--- config.mk ---
export PLATFORM = sky130hd
export DESIGN_NAME = pipe_stage_skid
export DESIGN_NICKNAME = d
export VERILOG_FILES = /design/src/rtl/pipe_pkg.sv /design/src/rtl/pipe_stage_skid_sat_counter.sv /design/src/rtl/pipe_stage_skid.sv
export SDC_FILE = /design/constraint.sdc
export NUM_CORES = 1
export LEC_CHECK = 0
export ABC_AREA = 1
export CAP_MARGIN = 20
export CORE_ASPECT_RATIO = 1.25
export CORE_MARGIN = 2
export CORE_UTILIZATION = 30
export CTS_CLUSTER_DIAMETER = 200
export DETAILED_ROUTE_END_ITERATION = 6
export GPL_TIMING_DRIVEN = 1
export HOLD_SLACK_MARGIN = 0.02
export PLACE_DENSITY_LB_ADDON = 0.3
export RECOVER_POWER = 25
export REMOVE_ABC_BUFFERS = 1
export SLEW_MARGIN = 0
export SYNTH_ARGS = -nofsm -noshare
export SYNTH_HDL_FRONTEND = slang
export SYNTH_SLANG_ARGS = --single-unit
--- constraint.sdc ---
create_clock -name clk_i -period 1.65 [get_ports clk_i]
set_clock_uncertainty 0.05 [all_clocks]
set_input_delay 0.33 -clock clk_i [delete_from_list [all_inputs] [get_ports clk_i]]
set_output_delay 0.33 -clock clk_i [all_outputs]
set_load 0.005 [all_outputs]
--- src/rtl/pipe_pkg.sv ---
// pipe_pkg: shared definitions for the pipeline stage register.
//   state_t        - stage occupancy state; the encoding equals the number of
//                    held entries, so it drives occupancy_o directly.
//   DEFAULT_DATA_W - default payload width (pc + instr).
package pipe_pkg;

    typedef enum logic [1:0] {
        EMPTY = 2'd0,
        ONE   = 2'd1,
        FULL  = 2'd2
    } state_t;

    localparam int DEFAULT_DATA_W = 64;

endpackage

--- src/rtl/pipe_stage_skid_sat_counter.sv ---
// sat_counter: W-bit up-counter that sticks at all-ones.
// Ports:
//   clk_i  - clock
//   rst_ni - asynchronous active-low reset, clears the count
//   inc_i  - increment request for this cycle
//   cnt_o  - current count, saturates at 2^W-1
module sat_counter #(
    parameter int W = 32
) (
    input  logic         clk_i,
    input  logic         rst_ni,
    input  logic         inc_i,
    output logic [W-1:0] cnt_o
);

    always_ff @(posedge clk_i or negedge rst_ni) begin
        if (!rst_ni) begin
            cnt_o <= '0;
        end else if (inc_i && (cnt_o != {W{1'b1}})) begin
            cnt_o <= cnt_o + 1'b1;
        end
    end

endmodule

--- src/rtl/pipe_stage_skid.sv ---
// pipe_stage_skid: pipeline stage register with a one-entry skid buffer,
// synchronous flush and optional performance counters.
//
// Optional feature macro: PIPE_STAGE_PERF_EN (adds stall/bubble counters).
//
// Ports:
//   clk_i, rst_ni   - clock, asynchronous active-low reset
//   flush_i         - synchronous flush, discards every held entry
//   in_valid_i/in_ready_o/in_data_i    - upstream handshake and payload
//   out_valid_o/out_ready_i/out_data_o - downstream handshake and payload
//   occupancy_o     - held entries (0..2), also the FSM state for debug
//   stall_cnt_o     - cycles with out_valid_o & !out_ready_i (PERF_EN only)
//   bubble_cnt_o    - cycles with !out_valid_o (PERF_EN only)
//
// Handshake: a transfer happens on a rising edge where valid and ready are
// both high; valid never waits on ready, and while out_valid_o is high with
// out_ready_i low, out_data_o stays stable. in_ready_o comes straight from a
// flop, so there is no path from out_ready_i to in_ready_o.
module pipe_stage_skid
    import pipe_pkg::*;
#(
    parameter int DATA_W = DEFAULT_DATA_W,
    parameter int CNT_W  = 32
) (
    input  logic              clk_i,
    input  logic              rst_ni,
    input  logic              flush_i,
    input  logic              in_valid_i,
    output logic              in_ready_o,
    input  logic [DATA_W-1:0] in_data_i,
    output logic              out_valid_o,
    input  logic              out_ready_i,
    output logic [DATA_W-1:0] out_data_o,
    output logic [1:0]        occupancy_o
`ifdef PIPE_STAGE_PERF_EN
    ,
    output logic [CNT_W-1:0]  stall_cnt_o,
    output logic [CNT_W-1:0]  bubble_cnt_o
`endif
);

    state_t            state, state_n;
    logic [DATA_W-1:0] main_q, main_n;
    logic [DATA_W-1:0] skid_q, skid_n;
    logic              ready_q, valid_q;
    logic              in_fire, out_fire;

    assign in_fire  = in_valid_i & ready_q;
    assign out_fire = valid_q & out_ready_i;

    always_comb begin
        state_n = state;
        main_n  = main_q;
        skid_n  = skid_q;
        if (flush_i) begin
            state_n = EMPTY;
            main_n  = '0;
            skid_n  = '0;
        end else begin
            case (state)
                EMPTY: begin
                    if (in_fire) begin
                        state_n = ONE;
                        main_n  = in_data_i;
                    end
                end
                ONE: begin
                    if (in_fire && out_fire) begin
                        main_n = in_data_i;
                    end else if (in_fire) begin
                        state_n = FULL;
                        skid_n  = in_data_i;
                    end else if (out_fire) begin
                        // Zeroing main keeps out_data_o at 0 while empty.
                        state_n = EMPTY;
                        main_n  = '0;
                    end
                end
                FULL: begin
                    if (out_fire) begin
                        state_n = ONE;
                        main_n  = skid_q;
                        skid_n  = '0;
                    end
                end
                default: begin
                    state_n = EMPTY;
                    main_n  = '0;
                    skid_n  = '0;
                end
            endcase
        end
    end

    // Handshake outputs are registered copies of the next-state decode.
    always_ff @(posedge clk_i or negedge rst_ni) begin
        if (!rst_ni) begin
            state   <= EMPTY;
            main_q  <= '0;
            skid_q  <= '0;
            ready_q <= 1'b1;
            valid_q <= 1'b0;
        end else begin
            state   <= state_n;
            main_q  <= main_n;
            skid_q  <= skid_n;
            ready_q <= (state_n != FULL);
            valid_q <= (state_n != EMPTY);
        end
    end

    assign in_ready_o  = ready_q;
    assign out_valid_o = valid_q;
    assign out_data_o  = main_q;
    assign occupancy_o = state;

`ifdef PIPE_STAGE_PERF_EN
    sat_counter #(.W(CNT_W)) u_stall_cnt (
        .clk_i  (clk_i),
        .rst_ni (rst_ni),
        .inc_i  (valid_q & ~out_ready_i),
        .cnt_o  (stall_cnt_o)
    );

    sat_counter #(.W(CNT_W)) u_bubble_cnt (
        .clk_i  (clk_i),
        .rst_ni (rst_ni),
        .inc_i  (~valid_q),
        .cnt_o  (bubble_cnt_o)
    );
`else
    // Counter width is meaningless without the counters.
    logic unused_cnt_w;
    assign unused_cnt_w = ^{1'b0, CNT_W[0]};
`endif

endmodule

Word level (Yosys, flattened, before mapping)
Index checks and enable logic that the tools add are counted.

Bits in latches: 0. RAM bits: 0. ROM bits: 0. Logic and storage cells: 39. Flip-flop bits (word level): 132. Memories kept: 0.

Shift-type cells: 0. Equality and inequality tests: 10. Add/sub/neg operators: 0. Order comparisons: 0. Muxes and demuxes: 17. Div/mod/pow operators: 0. $mul: 0. Bitwise operators: 2. Reductions and logical operators: 5.

Operator list (count): $mux W64 (8); $pmux W64 S3 (2); $mux W2 (6); $ne A3 B3 Y1 const B (4); $ne A4 B4 Y1 const B (2); $reduce_and A4 Y1 (2); $pmux W2 S3 (1); $ne A2 B2 Y1 const B (2); $and A1 B1 Y1 (2); $eq A2 B1 Y1 const B (1); $eq A2 B2 Y1 const B (1); $logic_not A2 Y1 (1); $reduce_bool A2 Y1 (1); $logic_and A1 B1 Y1 (1).

Longest topological paths before layout
Gate-level depths: netlist of the first run.

Depth after elaboration: 7. Gate-level depth with buffers: 9.

Worst setup path after synthesis of the first run
Ideal clock, no wire load.

Path type: register to register. Start: register ready_q (netlist: in_ready_o). End: register main_q[48] (netlist: out_data_o[48]). Required time: 1.468 ns. Buffers on the path: 3. Path slack: 0.146 ns. Cell stages (with the launch flop): 9. Arrival: 1.321 ns. Clock period less this slack: 1.504 ns. Library setup time: 0.132 ns. Path through: dfstp_2 > nand2_1 > nand3_1 > nand3_1 > buf_4 > buf_6 > buf_4 > nand2_1 > o21ai_1.

Word-level cells in the longest chain between the ends: 5. Elaborated cells on any way between the ends: 9. Classes of those cells: 3 x eq/ne; 3 x mux; 1 x bitwise; 2 x reduce/logical.

Ends and longest elaborated chain: start: declaration (RTL line pipe_stage_skid.sv:45) `logic ready_q, valid_q;`; start signal: assignment (RTL line pipe_stage_skid.sv:107) `ready_q <= (state_n != FULL);`; $and A1 B1 Y1 (*) (RTL line pipe_stage_skid.sv:48) `assign in_fire = in_valid_i & ready_q;`; $logic_and A1 B1 Y1 (RTL line pipe_stage_skid.sv:68) `if (in_fire && out_fire) begin`; $mux W64 (RTL line pipe_stage_skid.sv:68); $pmux W64 S3 (RTL line pipe_stage_skid.sv:60) `case (state)`; $mux W64 (RTL line pipe_stage_skid.sv:55) `if (flush_i) begin`; end signal: assignment (RTL line pipe_stage_skid.sv:105) `main_q <= main_n;`; end: declaration (RTL line pipe_stage_skid.sv:43) `logic [DATA_W-1:0] main_q, main_n;`.

Every way passes the cells marked *; elsewhere a longest branch is shown, timed or not. A chain may end at the register's enable or synchronous reset.

Worst setup path after layout of the first run
Start: register ready_q (netlist: in_ready_o). End: register skid_q[25].

Word-level cells in the longest chain between the ends: 4. Elaborated cells on any way between the ends: 5. Classes of those cells: 2 x eq/ne; 1 x bitwise; 2 x reduce/logical.

Ends and longest elaborated chain: $and A1 B1 Y1 (*) (RTL line pipe_stage_skid.sv:48); $logic_and A1 B1 Y1 (RTL line pipe_stage_skid.sv:68); $ne A3 B3 Y1 (no source line); $reduce_and A4 Y1 (no source line) (*); end signal: assignment (RTL line pipe_stage_skid.sv:106) `skid_q <= skid_n;`; end: declaration (RTL line pipe_stage_skid.sv:44) `logic [DATA_W-1:0] skid_q, skid_n;`.

Marked as above.

==> results.cfg, run 1 <==
[sta]
setup_violations = 0
fin_crit_sh_pct = 98.52
timing.final.ws_setup_ps = 24.49
layout_min_cycle_time_ps = 1626
worstMarginPinSlew_ps = 893.1
rsz0062_at_grt = true
whs_ps = 270.6
maxSlewViolCount = 0
max_freq_mhz = 615.2
hold_viol = 0
max-slew-margin-rel_pct = 40.46
setup_tns_ps = 0

[grt]
grt_max_degree = 66
overflow = 0
track_usage_pct = 17.47
antenna_found_initial = 1
grt_pass1_vias = 7408
grt_pass1_wl_mm = 38.01

[detailed_routing]
dr.pass1.iters = 5
vias_per_cell = 4.603
drcViolationCount = 0
wire_per_inst_um = 14.29
drtIter0Drc = 402
ant_nets = 0
vias = 7848
drt-total-wl_mm = 24.37

[synthesis]
synth_area_leader_cell = dfrtp_1
synth_compound_area_share_pct = 4.280
synth_seq_area_share_pct = 42.18
synth_area_um2 = 7835
synthArstFlopShare_pct = 100.0
synth_edf_count = 0
ys_ff_latch = 132
synth_xor_area_share_pct = 0
synth_area_leaders = dfrtp_1, nand2_1, nand3_1, inv_1, nor3_1
yosys.area.top_type_share_pct = 41.84
yosys.area_share.simple_pct = 41.28
synth_fa_ha_area_share_pct = 0
synth_cell_types = 20
synth_warnings = 0
synth_top_family_by_area = simple AND/OR/NAND/NOR gates
synthFlopType = dfrtp_1
syn_inst = 1215
synth_mux_area_share_pct = 0
synth_area_per_cell_um2 = 6.449

[floorplanning]
die_w_um = 148.5
die_area_um2 = 27430
die_y_um = 184.7
start_util_pct = 30.31
top_level_ports = 137
core_um2 = 25850
rows = 66

[cells_and_area]
stdcell_count = 1705
final_cell_mix = nand2_1, inv_1, nand3_1, dfrtp_1, dlygate4sd2_1
area_growth_pct = 39.24
final_layout_size_suffix_gt1_share_pct = 11.07
final_area_um2 = 10910
final_util_pct = 42.21
final_common_cell = nand2_1
fin_nets = 1421

[pwr]
seqPwrFrac_pct = 34.0
pwr-share-comb_pct = 26.4
ir_drop_mv = 0.6542
p_leak_nw = 5.992
finalPower_mw = 11.05
p_sw_share_pct = 30.09
power.density_nw_per_um2 = 1013
p_int_mw = 7.727
clkPwrFrac_pct = 39.6
p_sw_mw = 3.326

[hold_path]
hp-start = flush_i
hold_depth = 4
min_to = occupancy_o[0]
hold_path_class = primary input to register

[critical_path]
cp_num_buf_inv = 2
cp.arrival_ps = 1940
startpoint_type = register
worstSetupPathType = register to register
critPathMaxFanout = 18
endpoint_kind = register
crit_slowest_cell = dfstp_2
max_stage_delay_ps = 550
r2r_start = in_ready_o
worst-r2r-cell-count = 8
cpLargestDelayFamily = flip-flops
r2r_end = skid_q[25]
cp.required_ps = 1960
cp_cell_sequence = nand2_4 -> nor2_4 -> o21ai_4 -> nand2_4 -> buf_12 -> buf_12 -> nand2_1 -> nand2_1
reg2reg_setup_slack_ps = 20

[place]
io_buffer_count = 136
place_inst = 1638
placed_cell_area_um2 = 9711
place_ws_ps = -367.3
place_congestion = 0.7273
dpl.hpwl_mm = 14.52

[cts]
numCtsBuffers = 17
cts.path.max_buffers = 2
clk_latency_ps = 430
cts.sinks = 132
clk_transition_reported_paths_ps = 60
htree_levels = 4
cts_tree = yes
cts_root_buf = clkbuf_16

[status]
outcome = completed

[flow_run]
max_cap_viol_count = 0
## worst max-delay path by stage
stage	cells after the start	from	end
floorplan	6	in_ready_o	skid_q[0]
global placement	8	out_ready_i	out_data_o[47]
detailed placement	8	out_ready_i	out_data_o[47]
CTS	10	occupancy_o[0]	out_data_o[61]
global route	8	in_ready_o	skid_q[44]
finish	8	in_ready_o	skid_q[25]
## per-layer routing
metal	GRT usage [%]	up-vias	wire [um]
met3	3.787	27	1118
met5	0	-	11
met2	29.22	151	11820
li1	-	4008	-
met1	22.50	3660	10940
met4	5.562	2	471
## worst reg2reg max path, cell delays in order, from the launching register on
cell and delay [ps]:
dfstp_2 550, nand2_4 70, nor2_4 240, o21ai_4 130, nand2_4 100, buf_12 140, buf_12 150, nand2_1 60
nand2_1 60
## cell usage after synthesis, types with 2 or more instances
cell	count
nor2_2	2
nand4_1	2
o21ai_0	5
buf_2	48
o21ai_1	62
dfrtp_1	131
nand2_1	522
nor2_1	68
nand3_1	131
buf_1	3
inv_2	4
buf_4	13
clkbuf_1	22
inv_1	130
nor3_1	64
nand2_2	2
clkbuf_2	3
## timing repair
action / in CTS / in global routing
endpoints found under the hold margin: 25 / 0
setup buffers: 16 / 7
hold buffers: 1 / 0
pin swaps: 4 / 10
resized for setup: 78 / 45
cloned: 1 / 10
endpoints found under the setup margin: 105 / 128
## sequential cells by signal, indices dropped and copies added (netlist names)
register and cells:
out_data_o 64, skid_q 64, occupancy_o 2, in_ready_o 1, out_valid_o 1
## area by class of cell
class                           instances  area, um^2
Sequential cell                       132        3307
Inverter                              134       508.0
Tap cell                              340       425.4
Clock inverter                         13       230.2
Timing Repair Buffer                  208        2251
Fill cell                            2695       14940
Multi-Input combinational cell        859        3746
Clock buffer                           18       439.2
Antenna cell                            1       2.502
## logic make-up (layout without fill, tap and decap cells)
group | count (synthesis) | in the layout
and+or+nand+nor | 792 | 792
AOI/OAI and AO/OA | 67 | 67
buffers and inverters | 224 | 373
other | 0 | 1
DFF | 132 | 132
## power groups by stage
stage | clock network, mW | logic, mW | registers [mW]
final | 4.38 | 2.92 | 3.76
after detailed placement | 0 | 2.65 | 3.82
after floorplan | 0 | 1.16 | 3.84
after CTS | 4.48 | 2.65 | 3.75
after global routing | 4.65 | 3.25 | 3.80
after global placement | 0 | 2.63 | 3.81
Power figures use the tool's default switching activity.
==> run 2: changes to the inputs <==
--- a/config.mk
+++ b/config.mk
@@ -6,7 +6,6 @@
 export NUM_CORES = 1
 export LEC_CHECK = 0
 export ABC_AREA = 1
-export CAP_MARGIN = 20
 export CORE_ASPECT_RATIO = 1.25
 export CORE_MARGIN = 2
 export CORE_UTILIZATION = 30
@@ -20,4 +19,5 @@
 export SLEW_MARGIN = 0
 export SYNTH_ARGS = -nofsm -noshare
 export SYNTH_HDL_FRONTEND = slang
+export SYNTH_HIERARCHICAL = 1
 export SYNTH_SLANG_ARGS = --single-unit
==> constraint.sdc (replaced) <==
create_clock -name clk_i -period 1.65 [get_ports clk_i]
set_clock_uncertainty 0.05 [all_clocks]
set_input_delay 0.33 -clock clk_i [delete_from_list [all_inputs] [get_ports clk_i]]
set_output_delay 0.33 -clock clk_i [all_outputs]
set_load 0.05 [all_outputs]
==> run 2 against run 1 <==
Net effect:
- power rose by 14%
- the flow now finishes with violations (negative setup slack)
- worst setup slack got worse by 65 ps
- largest cell class unchanged
- clock power barely moved
- highest routed layer is now met4
- routed wire length rose by 14%
- maximum frequency fell by 3.9%
- final cell count rose by 0.82%
==> results.cfg, run 2 <==
[synthesis]
synth_area_per_cell_um2 = 6.449
syn_inst = 1215
synth_area_leaders = dfrtp_1, nand2_1, nand3_1, inv_1, nor3_1
synthArstFlopShare_pct = 100.0
synth_area_leader_cell = dfrtp_1
synth_edf_count = 0
synth_seq_area_share_pct = 42.18
yosysMostFrequentCell = nand2_1
synth_area_um2 = 7835
ys_ff_latch = 132
synth_common_cells = nand2_1, dfrtp_1, nand3_1
synthFlopType = dfrtp_1
yosys.area.top_type_share_pct = 41.84
synth_cell_types = 20
synth_warnings = 6

[floorplanning]
rows = 66
die_w_um = 148.5
core_um2 = 25850
top_level_ports = 137
die_y_um = 184.7
die_area_um2 = 27430
start_util_pct = 30.31

[sta]
whs_ps = 291.0
hold_viol = 0
worstMarginPinSlew_ps = 944.2
layout_min_cycle_time_ps = 1691
fin_crit_sh_pct = 102.5
rsz0062_at_grt = true
maxSlewViolCount = 0
timing.final.ws_setup_ps = -40.63
max_freq_mhz = 591.5
setup_violations = 52
max-slew-margin-rel_pct = 37.05

[cts]
numCtsBuffers = 17
clk_latency_ps = 430
htree_levels = 4
clk_transition_reported_paths_ps = 60
cts.path.max_buffers = 2
cts.sinks = 132
cts_root_buf = clkbuf_16
cts_tree = yes

[cells_and_area]
diodes = 0
final_layout_size_suffix_gt1_share_pct = 22.26
fillCellCount = 2603
final_area_um2 = 11680
final_util_pct = 45.20
final_cell_mix = nand2_1, inv_1, nand3_1, dfrtp_1, buf_4
fin_nets = 1437
final_common_cell = nand2_1
area_growth_pct = 49.12

[detailed_routing]
drcViolationCount = 0
vias_per_cell = 4.769
drt-total-wl_mm = 27.73
vias = 8198
wire_per_inst_um = 16.13
dr.pass1.iters = 5
ant_nets = 0
drtIter0Drc = 550

[critical_path]
critPathMaxFanout = 9
cp.arrival_ps = 2000
cp.required_ps = 1960
r2r_end = out_data_o[63]
startpoint_type = register
worst-r2r-cell-count = 8
worstSetupPathType = register to register
reg2reg_setup_slack_ps = -40
r2r_start = occupancy_o[1]
endpoint_kind = register

[pwr]
pwr-share-comb_pct = 35.2
clkPwrFrac_pct = 34.5
ir_drop_mv = 0.5658
p_int_mw = 8.141
p_sw_share_pct = 35.63
seqPwrFrac_pct = 30.3
finalPower_mw = 12.65
p_leak_nw = 6.210
power.density_nw_per_um2 = 1082
p_sw_mw = 4.505

[grt]
grt_pass1_wl_mm = 37.89
grt_max_degree = 55
track_usage_pct = 17.40
overflow = 0
grt_pass1_vias = 7427
antenna_found_initial = 0

[place]
placed_cell_area_um2 = 9721
place_ws_ps = -351.8
dpl.hpwl_mm = 14.57
io_buffer_count = 136
place_congestion = 0.7294

[status]
outcome = finished with violations
violations = negative setup slack

[hold_path]
hold_depth = 4
hp-start = flush_i
min_to = occupancy_o[0]
hold_path_class = primary input to register

[flow_run]
max_cap_viol_count = 0
run 2: critical path: stages, from the launching register on:
cell and delay (ps):
dfrtp_2 450, buf_4 150, inv_2 70, nand4_1 180
nand3_4 230, clkbuf_16 200, clkbuf_16 150, nand2_1 50
o21ai_1 80
run 2: worst max path at each step:
stage / start / to / slack, ps / cells after the start
after floorplan: out_valid_o / skid_q[0] / -4380 / 6
after global placement: out_ready_i / out_data_o[21] / -340 / 8
after detailed placement: out_ready_i / out_data_o[28] / -350 / 8
after CTS: in_ready_o / out_data_o[38] / -40 / 7
after global routing: occupancy_o[1] / out_data_o[63] / -80 / 8
final: occupancy_o[1] / out_data_o[63] / -40 / 8
run 2: what timing repair did:
| item | in CTS | in global routing |
|---|---|---|
| gates resized for setup | 5 | 157 |
| hold buffers | 1 | 0 |
| pin swaps | 0 | 18 |
| gates cloned | 1 | 28 |
| endpoints found under the setup margin | 49 | 130 |
| endpoints found under the hold margin | 24 | 0 |
| setup buffers | 3 | 15 |
run 2: layer usage:
layer	vias to the layer above	global-route usage [%]	part of all wire (%)
met3	24	3.639	4.9
met1	3913	21.99	44
li1	4043	-	-
met5	-	0	0
met2	218	29.74	50
met4	0	5.448	1.3
run 2: stage by stage:
stage	TNS, ps	std cells
after floorplan	-539270	1125
after global placement	-33980	1642
after detailed placement	-37830	1642
after CTS	-891.2	1677
after global routing	-5330	1719
final	-712.2	1719
run 2: cell families after synthesis:
logic type	synth area share, %
AO/OA/AOI/OAI	4.280
buffers and inverters	12.26
flip-flops	42.18
AND/OR/NAND/NOR	41.28
run 2: cell type report:
cell class	count	area, um^2	area share [%]
Multi-Input combinational cell	860	4018	34.39
Sequential cell	132	3307	28.30
Timing Repair Buffer	223	2770	23.71
Inverter	134	505.5	4.326
Clock buffer	17	425.4	3.641
Tap cell	340	425.4	3.641
Clock inverter	13	232.7	1.992
run 2: power by group through the flow:
stage,logic (mW),registers (mW),clock network (mW)
after floorplan,1.16,4.63,0
after global placement,3.47,3.84,0
after detailed placement,3.48,3.85,0
after CTS,3.53,3.79,4.43
after global routing,4.75,3.88,4.57
final,4.45,3.84,4.36
==> run 3: changes to the inputs <==
--- a/config.mk
+++ b/config.mk
@@ -6,14 +6,14 @@
 export NUM_CORES = 1
 export LEC_CHECK = 0
 export ABC_AREA = 1
-export CORE_ASPECT_RATIO = 1.25
+export CORE_ASPECT_RATIO = 1.5
 export CORE_MARGIN = 2
 export CORE_UTILIZATION = 30
 export CTS_CLUSTER_DIAMETER = 200
 export DETAILED_ROUTE_END_ITERATION = 6
 export GPL_TIMING_DRIVEN = 1
 export HOLD_SLACK_MARGIN = 0.02
-export PLACE_DENSITY_LB_ADDON = 0.3
+export PLACE_DENSITY = 0.53
 export RECOVER_POWER = 25
 export REMOVE_ABC_BUFFERS = 1
 export SLEW_MARGIN = 0
==> run 3 against run 2 <==
Net effect:
- the flow still finishes with violations (negative setup slack)
- first-iteration DRC count decreased by 18%
- combinational power decreased by 8.3%
- routed wire length decreased by 1.7%
==> results.cfg, run 3 (synthesis gave the netlist of run 2 again) <==
[status]
outcome = finished with violations
violations = negative setup slack

[detailed_routing]
wire_per_inst_um = 15.96
vias = 8010
drtIter0Drc = 450
drcViolationCount = 0
ant_nets = 0
vias_per_cell = 4.687
dr.pass1.iters = 5
drt-total-wl_mm = 27.27

[grt]
grtUsageMet1_pct = 22.15
grt_max_degree = 68
grt_pass1_wl_mm = 39.63
grtUsageMet3_pct = 2.935
track_usage_pct = 18.32
antenna_found_initial = 0
overflow = 0
grt-busiest-layer = met2
grt_pass1_vias = 7680
grt_use_met2_pct = 32.41

[pwr]
seqPwrFrac_pct = 31.8
p_int_mw = 7.641
clkPwrFrac_pct = 34.0
pwr-share-comb_pct = 34.2
power.density_nw_per_um2 = 1073
p_sw_share_pct = 35.83
finalPower_mw = 11.91
p_leak_nw = 5.926
p_sw_mw = 4.266
ir_drop_mv = 0.8037

[critical_path]
cp.arrival_ps = 1300
cp_num_buf_inv = 2
r2r_end = out_data_o[44]
startpoint_type = register
max_stage_delay_ps = 400
crit_start = occupancy_o[1]
cp.required_ps = 1270
worst-r2r-cell-count = 9
critPathMaxFanout = 28
cpLargestDelayFamily = buffers and inverters
r2r_start = in_ready_o
worstSetupPathType = register to output pin
cp_cell_sequence = buf_6 -> buf_12
reg2reg_setup_slack_ps = -30
crit_slowest_cell = dfrtp_2
endpoint_kind = output pin

[hold_path]
hold_path_class = register to register
hold_depth = 2
min_to = skid_q[3]
hp-start = skid_q[3]

[cells_and_area]
fin_nets = 1432
fillCellCount = 2718
area_growth_pct = 41.70
diodes = 0
final_layout_size_suffix_gt1_share_pct = 16.57
final_common_cell = nand2_1
final_area_um2 = 11100
final_cell_mix = nand2_1, dfrtp_1, nand3_1, inv_1, buf_4

[floorplanning]
start_util_pct = 30.41
die_y_um = 201.9
die_w_um = 136.0
die_area_um2 = 27450
core_um2 = 25760
top_level_ports = 137
rows = 72

[cts]
cts.path.max_buffers = 2
htree_levels = 4
numCtsBuffers = 17
cts_tree = yes
cts.sinks = 132
clk_transition_reported_paths_ps = 60
cts_root_buf = clkbuf_16
clk_latency_ps = 430

[sta]
setup_violations = 9
fin_crit_sh_pct = 101.9
maxSlewViolCount = 0
rsz0062_at_grt = true
timing.final.ws_setup_ps = -30.53
max_freq_mhz = 595.1
layout_min_cycle_time_ps = 1681
worstMarginPinSlew_ps = 926.5
max-slew-margin-rel_pct = 38.23
hold_viol = 0

[place]
placed_cell_area_um2 = 9632
io_buffer_count = 136
place_congestion = 0.7578
dpl.hpwl_mm = 15.52

[flow_run]
max_cap_viol_count = 0
==> run 3: timing repair <==
| item | in CTS | in global routing |
|---|---|---|
| resized for setup | 6 | 59 |
| endpoints found under the setup margin | 14 | 114 |
| setup buffers | 6 | 19 |
| gates cloned | 1 | 17 |
| pin swaps | 2 | 16 |
| hold endpoints to repair | 26 | 0 |
| hold buffers | 1 | 0 |
==> run 3: worst min-delay path, cell delays in order, from the launching register on <==
cell	delay, ps
dfrtp_1	340
nand2_1	50
nand2_1	50
==> run 3: area by class of cell <==
| cell class | instances | area (um^2) | share of cell area [%] |
|---|---|---|---|
| Sequential cell | 132 | 3306 | 29.78 |
| Timing Repair Buffer | 219 | 2522 | 22.72 |
| Inverter | 134 | 503.0 | 4.531 |
| Multi-Input combinational cell | 859 | 3726 | 33.56 |
| Tap cell | 333 | 416.7 | 3.753 |
| Clock inverter | 11 | 147.6 | 1.330 |
| Clock buffer | 21 | 480.5 | 4.328 |
==> run 3: worst max-delay path by stage <==
stage                          end  slack (ps)  depth (start not counted)
floorplan                skid_q[0]       -4380                          6
global placement        skid_q[30]        -300                          7
detailed placement      skid_q[11]        -300                          7
CTS                 out_data_o[39]           6                         10
global route        out_data_o[61]        -110                          9
finish              occupancy_o[1]         -30                          2
==> run 3: power groups by stage <==
| stage | Combinational, mW | Clock [mW] | Sequential [mW] |
|---|---|---|---|
| global route | 4.39 | 4.29 | 3.83 |
| floorplan | 1.16 | 0 | 4.63 |
| finish | 4.08 | 4.05 | 3.78 |
| global placement | 3.43 | 0 | 3.84 |
| detailed placement | 3.44 | 0 | 3.84 |
| CTS | 3.54 | 4.14 | 3.79 |
==> run 3: routing by layer <==
layer,wire (um),vias to the layer above
met5,0,-
met4,686,0
met3,1070,39
met2,13940,183
met1,11570,3758
li1,-,4030
==> run 3: through the flow <==
step	TNS, ps	hold slack [ps]	instances	worst slack, ps	utilization, %
CTS	0	309.2	1676	6.373	40.26
global route	-8411	435.1	1709	-106.7	43.09
floorplan	-539270	-15.59	1125	-4382	-
finish	-88.08	417.6	1709	-30.53	43.09
global placement	-31230	198.7	1636	-295.6	37.38
detailed placement	-32230	195.9	1636	-303.3	37.38
